## src/rtl/fare_account_if.sv

```systemverilog
// Gate/reader-side bus of the fare account responder: tap, debit request,
// account programming, top-up and the registered response back to the gate.
interface fare_account_if #(
    parameter int ID_W  = 3,
    parameter int BAL_W = 8
);
    logic             nfc;
    logic [ID_W-1:0]  card_id;
    logic             reduce_bal;
    logic             cfg_we;
    logic [ID_W-1:0]  cfg_id;
    logic             cfg_active;
    logic             cfg_monthly;
    logic [BAL_W-1:0] cfg_bal;
    logic             topup_valid;
    logic [ID_W-1:0]  topup_id;
    logic [BAL_W-1:0] topup_amt;
    logic             resp_valid;
    logic             card_active;
    logic             fund_enough;
    logic             monthly;
    logic [BAL_W-1:0] balance_out;
    logic             busy;
    logic             err;

    modport master (
        output nfc, card_id, reduce_bal,
        output cfg_we, cfg_id, cfg_active, cfg_monthly, cfg_bal,
        output topup_valid, topup_id, topup_amt,
        input  resp_valid, card_active, fund_enough, monthly, balance_out, busy, err
    );

    modport slave (
        input  nfc, card_id, reduce_bal,
        input  cfg_we, cfg_id, cfg_active, cfg_monthly, cfg_bal,
        input  topup_valid, topup_id, topup_amt,
        output resp_valid, card_active, fund_enough, monthly, balance_out, busy, err
    );
endinterface

```

## src/rtl/fare_account_responder.sv

```systemverilog
// Account-side responder for the fare gate: looks up a tapped card in a small
// register table, holds the response for the gate and debits the fare on request.
module fare_account_responder #(
    parameter int N_CARDS     = 8,
    parameter int ID_W        = 3,
    parameter int BAL_W       = 8,
    parameter int FARE        = 3,
    parameter int HOLD_CYCLES = 10
) (
    input  logic          clk,
    input  logic          rst,
    fare_account_if.slave bus
);
    localparam int DEPTH = 1 << ID_W;
    localparam int CNT_W = (HOLD_CYCLES > 1) ? $clog2(HOLD_CYCLES) : 1;
    localparam logic [CNT_W-1:0] CNT_LAST  = CNT_W'(HOLD_CYCLES - 1);
    localparam logic [ID_W:0]    N_CARDS_W = (ID_W + 1)'(N_CARDS);
    localparam logic [BAL_W+1:0] FARE_W    = (BAL_W + 2)'(FARE);
    localparam logic [BAL_W+1:0] BAL_MAX_W = {2'b00, {BAL_W{1'b1}}};

    typedef enum logic [1:0] {
        ST_IDLE   = 2'd0,
        ST_LOOKUP = 2'd1,
        ST_HOLD   = 2'd2,
        ST_DEBIT  = 2'd3
    } state_e;

    state_e           state_q, state_d;
    logic             nfc_prev_q, nfc_prev_d;
    logic [ID_W-1:0]  held_id_q, held_id_d;
    logic [CNT_W-1:0] cnt_q, cnt_d;

    logic             act_tbl_q [DEPTH];
    logic             act_tbl_d [DEPTH];
    logic             mon_tbl_q [DEPTH];
    logic             mon_tbl_d [DEPTH];
    logic [BAL_W-1:0] bal_tbl_q [DEPTH];
    logic [BAL_W-1:0] bal_tbl_d [DEPTH];

    logic             resp_valid_q, resp_valid_d;
    logic             card_active_q, card_active_d;
    logic             fund_enough_q, fund_enough_d;
    logic             monthly_q, monthly_d;
    logic [BAL_W-1:0] balance_out_q, balance_out_d;
    logic             busy_q, busy_d;
    logic             err_q, err_d;

    logic             tap_s;
    logic             accept_s;

    function automatic logic id_ok(input logic [ID_W-1:0] id);
        return ({1'b0, id} < N_CARDS_W);
    endfunction

    // Saturating add of a top-up with an optional fare debit, clamped to [0, max].
    function automatic logic [BAL_W-1:0] bal_update(input logic [BAL_W-1:0] bal,
                                                    input logic [BAL_W-1:0] add,
                                                    input logic             sub);
        logic [BAL_W+1:0] sum;
        sum = {2'b00, bal} + {2'b00, add};
        if (sub) begin
            sum = (sum < FARE_W) ? '0 : (sum - FARE_W);
        end else begin
            sum = sum;
        end
        return (sum > BAL_MAX_W) ? BAL_MAX_W[BAL_W-1:0] : sum[BAL_W-1:0];
    endfunction

    assign tap_s    = bus.nfc && !nfc_prev_q;
    assign accept_s = (state_q == ST_HOLD) && bus.reduce_bal && card_active_q && fund_enough_q;

    // State and control registers.
    always_ff @(posedge clk or posedge rst) begin
        if (rst) begin
            state_q    <= ST_IDLE;
            nfc_prev_q <= 1'b0;
            held_id_q  <= '0;
            cnt_q      <= '0;
        end else begin
            state_q    <= state_d;
            nfc_prev_q <= nfc_prev_d;
            held_id_q  <= held_id_d;
            cnt_q      <= cnt_d;
        end
    end

    // Next-state logic; reduce_bal wins over a timeout in the last hold cycle.
    always_comb begin
        state_d    = state_q;
        nfc_prev_d = bus.nfc;
        held_id_d  = held_id_q;
        cnt_d      = '0;
        case (state_q)
            ST_IDLE: begin
                if (tap_s) begin
                    state_d   = ST_LOOKUP;
                    held_id_d = bus.card_id;
                end else begin
                    state_d = ST_IDLE;
                end
            end
            ST_LOOKUP: state_d = ST_HOLD;
            ST_HOLD: begin
                if (bus.reduce_bal) begin
                    state_d = accept_s ? ST_DEBIT : ST_IDLE;
                end else if (cnt_q == CNT_LAST) begin
                    state_d = ST_IDLE;
                end else begin
                    cnt_d = cnt_q + CNT_W'(1);
                end
            end
            ST_DEBIT: state_d = ST_IDLE;
            default:  state_d = ST_IDLE;
        endcase
    end

    // Account table update: programming beats top-up and debit to the same id.
    always_comb begin
        for (int i = 0; i < DEPTH; i++) begin
            act_tbl_d[i] = act_tbl_q[i];
            mon_tbl_d[i] = mon_tbl_q[i];
            bal_tbl_d[i] = bal_tbl_q[i];
            if (bus.cfg_we && id_ok(bus.cfg_id) && (bus.cfg_id == ID_W'(i))) begin
                act_tbl_d[i] = bus.cfg_active;
                mon_tbl_d[i] = bus.cfg_monthly;
                bal_tbl_d[i] = bus.cfg_bal;
            end else begin
                bal_tbl_d[i] = bal_update(
                    bal_tbl_q[i],
                    (bus.topup_valid && id_ok(bus.topup_id) && (bus.topup_id == ID_W'(i)))
                        ? bus.topup_amt : '0,
                    accept_s && (held_id_q == ID_W'(i)) && act_tbl_q[i] && !mon_tbl_q[i]);
            end
        end
    end

    // Account table registers.
    always_ff @(posedge clk or posedge rst) begin
        if (rst) begin
            act_tbl_q <= '{default: 1'b0};
            mon_tbl_q <= '{default: 1'b0};
            bal_tbl_q <= '{default: '0};
        end else begin
            act_tbl_q <= act_tbl_d;
            mon_tbl_q <= mon_tbl_d;
            bal_tbl_q <= bal_tbl_d;
        end
    end

    // Response outputs; balance_out keeps its last value when the response drops.
    always_comb begin
        resp_valid_d  = resp_valid_q;
        card_active_d = card_active_q;
        fund_enough_d = fund_enough_q;
        monthly_d     = monthly_q;
        balance_out_d = balance_out_q;
        busy_d        = (state_d != ST_IDLE);
        err_d         = 1'b0;
        case (state_q)
            ST_LOOKUP: begin
                resp_valid_d = 1'b1;
                if (id_ok(held_id_q)) begin
                    card_active_d = act_tbl_q[held_id_q];
                    monthly_d     = mon_tbl_q[held_id_q];
                    fund_enough_d = mon_tbl_q[held_id_q] ||
                                    ({2'b00, bal_tbl_q[held_id_q]} >= FARE_W);
                    balance_out_d = bal_tbl_q[held_id_q];
                end else begin
                    card_active_d = 1'b0;
                    monthly_d     = 1'b0;
                    fund_enough_d = 1'b0;
                    balance_out_d = '0;
                end
            end
            ST_HOLD: begin
                err_d = bus.reduce_bal && !accept_s;
                if (state_d == ST_IDLE) begin
                    resp_valid_d  = 1'b0;
                    card_active_d = 1'b0;
                    fund_enough_d = 1'b0;
                    monthly_d     = 1'b0;
                end else if (state_d == ST_DEBIT) begin
                    balance_out_d = bal_tbl_d[held_id_q];
                end else begin
                    balance_out_d = balance_out_q;
                end
            end
            default: begin
                resp_valid_d  = 1'b0;
                card_active_d = 1'b0;
                fund_enough_d = 1'b0;
                monthly_d     = 1'b0;
            end
        endcase
    end

    // Output registers.
    always_ff @(posedge clk or posedge rst) begin
        if (rst) begin
            resp_valid_q  <= 1'b0;
            card_active_q <= 1'b0;
            fund_enough_q <= 1'b0;
            monthly_q     <= 1'b0;
            balance_out_q <= '0;
            busy_q        <= 1'b0;
            err_q         <= 1'b0;
        end else begin
            resp_valid_q  <= resp_valid_d;
            card_active_q <= card_active_d;
            fund_enough_q <= fund_enough_d;
            monthly_q     <= monthly_d;
            balance_out_q <= balance_out_d;
            busy_q        <= busy_d;
            err_q         <= err_d;
        end
    end

    assign bus.resp_valid  = resp_valid_q;
    assign bus.card_active = card_active_q;
    assign bus.fund_enough = fund_enough_q;
    assign bus.monthly     = monthly_q;
    assign bus.balance_out = balance_out_q;
    assign bus.busy        = busy_q;
    assign bus.err         = err_q;
endmodule

```

## src/flat_wrapper.sv

```systemverilog
// flat-port wrapper written by rule: the top's interface ports become plain ports
module fare_account_responder_flat 
#(
    parameter int N_CARDS     = 8,
    parameter int ID_W        = 3,
    parameter int BAL_W       = 8,
    parameter int FARE        = 3,
    parameter int HOLD_CYCLES = 10
)
  (clk, rst, bus_nfc, bus_card_id, bus_reduce_bal, bus_cfg_we, bus_cfg_id, bus_cfg_active, bus_cfg_monthly, bus_cfg_bal, bus_topup_valid, bus_topup_id, bus_topup_amt, bus_resp_valid, bus_card_active, bus_fund_enough, bus_monthly, bus_balance_out, bus_busy, bus_err);
  fare_account_if #(.ID_W(ID_W), .BAL_W(BAL_W)) bus_i ();
  input  logic clk;
  input  logic rst;
  input wire logic [$bits(bus_i.nfc)-1:0] bus_nfc;
  input wire logic [$bits(bus_i.card_id)-1:0] bus_card_id;
  input wire logic [$bits(bus_i.reduce_bal)-1:0] bus_reduce_bal;
  input wire logic [$bits(bus_i.cfg_we)-1:0] bus_cfg_we;
  input wire logic [$bits(bus_i.cfg_id)-1:0] bus_cfg_id;
  input wire logic [$bits(bus_i.cfg_active)-1:0] bus_cfg_active;
  input wire logic [$bits(bus_i.cfg_monthly)-1:0] bus_cfg_monthly;
  input wire logic [$bits(bus_i.cfg_bal)-1:0] bus_cfg_bal;
  input wire logic [$bits(bus_i.topup_valid)-1:0] bus_topup_valid;
  input wire logic [$bits(bus_i.topup_id)-1:0] bus_topup_id;
  input wire logic [$bits(bus_i.topup_amt)-1:0] bus_topup_amt;
  output wire logic [$bits(bus_i.resp_valid)-1:0] bus_resp_valid;
  output wire logic [$bits(bus_i.card_active)-1:0] bus_card_active;
  output wire logic [$bits(bus_i.fund_enough)-1:0] bus_fund_enough;
  output wire logic [$bits(bus_i.monthly)-1:0] bus_monthly;
  output wire logic [$bits(bus_i.balance_out)-1:0] bus_balance_out;
  output wire logic [$bits(bus_i.busy)-1:0] bus_busy;
  output wire logic [$bits(bus_i.err)-1:0] bus_err;
  assign bus_i.nfc = bus_nfc;
  assign bus_i.card_id = bus_card_id;
  assign bus_i.reduce_bal = bus_reduce_bal;
  assign bus_i.cfg_we = bus_cfg_we;
  assign bus_i.cfg_id = bus_cfg_id;
  assign bus_i.cfg_active = bus_cfg_active;
  assign bus_i.cfg_monthly = bus_cfg_monthly;
  assign bus_i.cfg_bal = bus_cfg_bal;
  assign bus_i.topup_valid = bus_topup_valid;
  assign bus_i.topup_id = bus_topup_id;
  assign bus_i.topup_amt = bus_topup_amt;
  assign bus_resp_valid = bus_i.resp_valid;
  assign bus_card_active = bus_i.card_active;
  assign bus_fund_enough = bus_i.fund_enough;
  assign bus_monthly = bus_i.monthly;
  assign bus_balance_out = bus_i.balance_out;
  assign bus_busy = bus_i.busy;
  assign bus_err = bus_i.err;
  fare_account_responder #(.N_CARDS(N_CARDS), .ID_W(ID_W), .BAL_W(BAL_W), .FARE(FARE), .HOLD_CYCLES(HOLD_CYCLES)) u_core (.clk(clk), .rst(rst), .bus(bus_i));
endmodule
```

## config.mk

```make
export PLATFORM = sky130hd
export DESIGN_NAME = fare_account_responder_flat
export DESIGN_NICKNAME = d
export VERILOG_FILES = /design/src/rtl/fare_account_if.sv /design/src/rtl/fare_account_responder.sv /design/src/flat_wrapper.sv
export SDC_FILE = /design/constraint.sdc
export NUM_CORES = 1
export LEC_CHECK = 0
export BUFFER_PORTS_ARGS = -buffer_cell sky130_fd_sc_hd__buf_2
export CAP_MARGIN = 25
export CORE_MARGIN = 1
export CORE_UTILIZATION = 35
export DETAILED_ROUTE_END_ITERATION = 12
export MAX_ROUTING_LAYER = met4
export PLACE_DENSITY_LB_ADDON = 0.05
export SETUP_SLACK_MARGIN = 0.1
export SLEW_MARGIN = 20
export SYNTH_ARGS = -nofsm -noshare
export SYNTH_HDL_FRONTEND = slang
export SYNTH_SLANG_ARGS = --single-unit
```

## constraint.sdc

```tcl
create_clock -name clk -period 3.8 [get_ports clk]
set_input_delay 0.38 -clock clk [delete_from_list [all_inputs] [get_ports clk]]
set_output_delay 0.38 -clock clk [all_outputs]
set_load 0.02 [all_outputs]
```

==> Flow_metrics.wiki <==
{| class="wikitable"
! Metric !! Value
|-
| Endpoints failing hold || 0
|-
| H-Tree Level Count || 3
|-
| CTS clk-pin slew, worst paths || 70 ps
|-
| Slew at the pin closest to its max-slew limit || 688 ps
|-
| Total power per unit cell area || 598 nW/um^2
|-
| Type of destination of the critical path || flip-flop
|-
| Leading cell type in the layout, fill and taps excluded || buf_4
|-
| Seq/Total Area, Yosys || 24.8%
|-
| Global route total overflow || 0
|-
| Number of endpoints failing setup at the final stage || 0
|-
| Cts hold-fix bufs || 0
|-
| Final worst-path cycle share || 97.4%
|-
| First drt pass iteration count || 5
|-
| Die footprint || between 30000 and 40000 um^2
|-
| Clock tree from TritonCTS || done
|-
| Gate count after technology mapping || between 1000 and 1500
|-
| Maximum number of pins on one net before global-route repair || 52
|-
| Fin Clk Skew || between 10 and 15 ps
|-
| Nature of the critical path startpoint || input pin
|-
| Class of the worst hold path || in2async
|-
| Top cells by area in the synthesized netlist || dfrtp_1 25%, ha_1 9.3%, and2_1 4.9%, nor2_1 4.9%, mux4_2 4.3%
|-
| Ys flop type || dfrtp_1
|-
| Total CTS buffers || 9
|-
| Worst stage delay on the critical path || 400 ps
|-
| Total clock sinks || 104
|-
| Post-route DRC || 0
|-
| Worst voltage drop across the vdd grid || roughly 0.00022 V
|-
| X dimension of the die || 175 um
|-
| Data arrival, critical path || 3950 ps
|-
| Power, Total || 8.67 mW
|-
| Maximum fanout along the worst path || 6
|-
| Synthesized area per cell || about 8.5 um^2
|-
| Overall die height || 175 um
|-
| Required time of the critical path || 4040 ps
|-
| Standard-cell rows || 63
|-
| Synth Warn # || 0
|-
| Final HPWL from detailed placement || 33800 um
|-
| Clk buf depth || 2
|-
| Count of flip-flops with a built-in enable after synthesis || 0
|-
| Layout cells sized above 1 || 36.2%
|-
| Number of flip-flops and latches in the synthesized netlist || 104
|-
| Leakage dissipation || between 6 and 7 nW
|-
| Core outline area || 29600 um^2
|-
| GRT Total Usage || 28.5%
|-
| Area fraction of the dominant cell type after synthesis || 24.8%
|-
| Cell-by-cell listing of the critical path || buf_8, buf_8, nand2_4, nor2_4, buf_4, and2_1, ha_1, or3_1, a211oi_2, a2bb2oi_1, or2_2, or3_4, o32ai_4, a31oi_2, o211ai_1, nor2_1, or3_1
|-
| Detailed router's first-iteration violation count || 814
|-
| Type of the worst setup path || in2reg
|-
| Unrepaired setup endpoints after global routing || yes
|-
| Post-layout minimum cycle time || 3700 ps
|-
| Number of nets with antenna violations after routing || 0
|-
| Commonest cells after routing, fill and taps aside || 281 x buf_4, 129 x nor2_1, 103 x dfrtp_1, 92 x nand2_1, 75 x and2_1
|-
| Routed wire length || 42700 um
|-
| Maximum clock frequency || 0.270 GHz
|-
| Library cell contributing the largest single delay on the critical path || or3_1
|-
| Most area-hungry cell type in the Yosys netlist || dfrtp_1
|-
| Count of port buffers added during placement || 46
|-
| Number of cells after detailed placement || 1885
|-
| Via count of the first global-routing pass || between 10000 and 15000
|-
| Share of synthesized flip-flops with an asynchronous set or reset || 100%
|-
| Number of distinct library cells after synthesis || between 80 and 90
|-
| Cell at the root of the clock tree || clkbuf_16
|-
| Relative slew slack || 54.0%
|-
| Layout overhead on the synthesized area || 38.1%
|-
| Post-synthesis instance area || 10500 um^2
|-
| Number of maximum-capacitance constraint violations || 0
|-
| Top Ports || 47
|-
| Status || complete, no violations
|-
| Final Core Density || 49.1%
|-
| Clock latency on the worst-skew pair || 360 ps
|-
| Filler-free cell count of the finished design || between 1500 and 2000
|-
| Number of vias after detailed routing || 11100
|-
| Max Slew Vio Count || 0
|-
| Mapped Nets || 1356
|-
| Starting density of the core || 35.5%
|-
| Post-layout net count || 1655
|-
| Via density per instance || approximately 5.7
|-
| Wire length of the first global-routing pass || 63300 um
|-
| WL/cell || 22.1 um
|-
| Last weighted congestion value of the routability-driven placer || roughly 0.95
|-
| Number of antenna violations at the first check in global routing || 3
|}
flip-flops by register name (all words and copies together) (netlist names):
signal                  flops
u_core.cnt_q                4
u_core.bal_tbl_q           64
u_core.bus.card_active      1
u_core.bus.resp_valid       1
u_core.bus.busy             1
u_core.mon_tbl_q            8
u_core.bus.fund_enough      1
u_core.bus.err              1
u_core.nfc_prev_q           1
u_core.state_q              2
u_core.act_tbl_q            8
u_core.bus.balance_out      8
u_core.bus.monthly          1
u_core.held_id_q            3
kinds of logic after synthesis:
family | count (synthesis) | synth area share, %
flops | 104 | 24.8
compound gates | 328 | 22.2
buf+inv | 83 | 3.06
fa+ha+maj | 87 | 10.9
mux | 60 | 8.37
xor+xnor | 44 | 3.67
simple gates | 531 | 27.0
worst paths after layout:
path                                          startpoint                                    end  slack [ps]  cells after the start
hold reg to reg                u_core.cnt_q[0]$_DFF_PP0_              u_core.cnt_q[0]$_DFF_PP0_         500                      1
setup reg to reg           u_core.bal_tbl_q[8]$_DFF_PP0_  u_core.bus.balance_out[3]$_DFFE_PP0P_         190                     14
hold / removal                                       rst         u_core.bal_tbl_q[18]$_DFF_PP0_         120                      2
setup / recovery                         bus_topup_id[2]  u_core.bus.balance_out[1]$_DFFE_PP0P_         100                     17
max in group asynchronous                            rst        u_core.act_tbl_q[7]$_DFFE_PP0P_        2810                      3
min in group clk                                 bus_nfc            u_core.nfc_prev_q$_DFF_PP0_         140                      1
stage by stage:
step | hold slack [ps] | instance area, um^2 | setup TNS [ps] | setup slack [ps]
after global routing | 129 | 14500 | -101 | -36.6
after global placement | 476 | 13300 | -3490 | -489
after floorplan | 411 | 10700 | 0 | 61.1
after CTS | 134 | 13800 | 0 | 91.8
final | 124 | 14500 | 0 | 97.1
after detailed placement | 486 | 13300 | -3520 | -525
critical path: cells and delay by family:
kind                       cells  cell delay [ps]
buffers and inverters          3              370
and+or+nand+nor                8             1760
AOI/OAI and AO/OA              5             1150
adders and majority gates      1              280
power by group:
part           total, mW  switching, mW  internal (mW)
Sequential          2.07          0.556           1.51
Combinational       5.70           2.91           2.79
Clock              0.907          0.455          0.452
cells in the mapped netlist (15+ instances only):
cell type	number
inv_1	30
nor4_1	16
mux2i_1	18
and2_1	82
a21oi_1	68
a31oi_1	29
nor3_1	37
mux4_2	20
o32a_1	19
and3_1	19
nand3_1	27
o21ai_0	42
xnor2_1	24
xor2_1	20
nor2_1	136
dfrtp_1	104
nand2_1	95
mux2_2	22
a21o_1	25
clkbuf_1	32
a211oi_1	23
ha_1	78
nor2b_1	15
or3_1	19
metal layers:
layer | vias to the layer above | part of all wire [%] | track usage, %
li1 | 5260 | - | -
met1 | 5451 | 47 | 39.0
met2 | 312 | 45 | 43.6
met3 | 47 | 6.4 | 5.50
met4 | 0 | 1.6 | 5.72
met5 | - | 0 | -
layout make-up:
cell class | instances | area (um^2)
multi-input combinational | 1050 | 8450
sequential | 104 | 2600
clock inverter | 5 | 38.8
antenna | 1 | 2.50
tap | 390 | 488
fill | 2900 | 15100
timing repair buffer | 340 | 2560
clock buffer | 11 | 233
inverter | 31 | 119
timing repair:
item,in CTS,in global routing
pin swaps,39,59
gates resized for setup,44,103
setup buffers,12,18
endpoints found under the setup margin,8,9
Power figures use the tool's default switching activity.
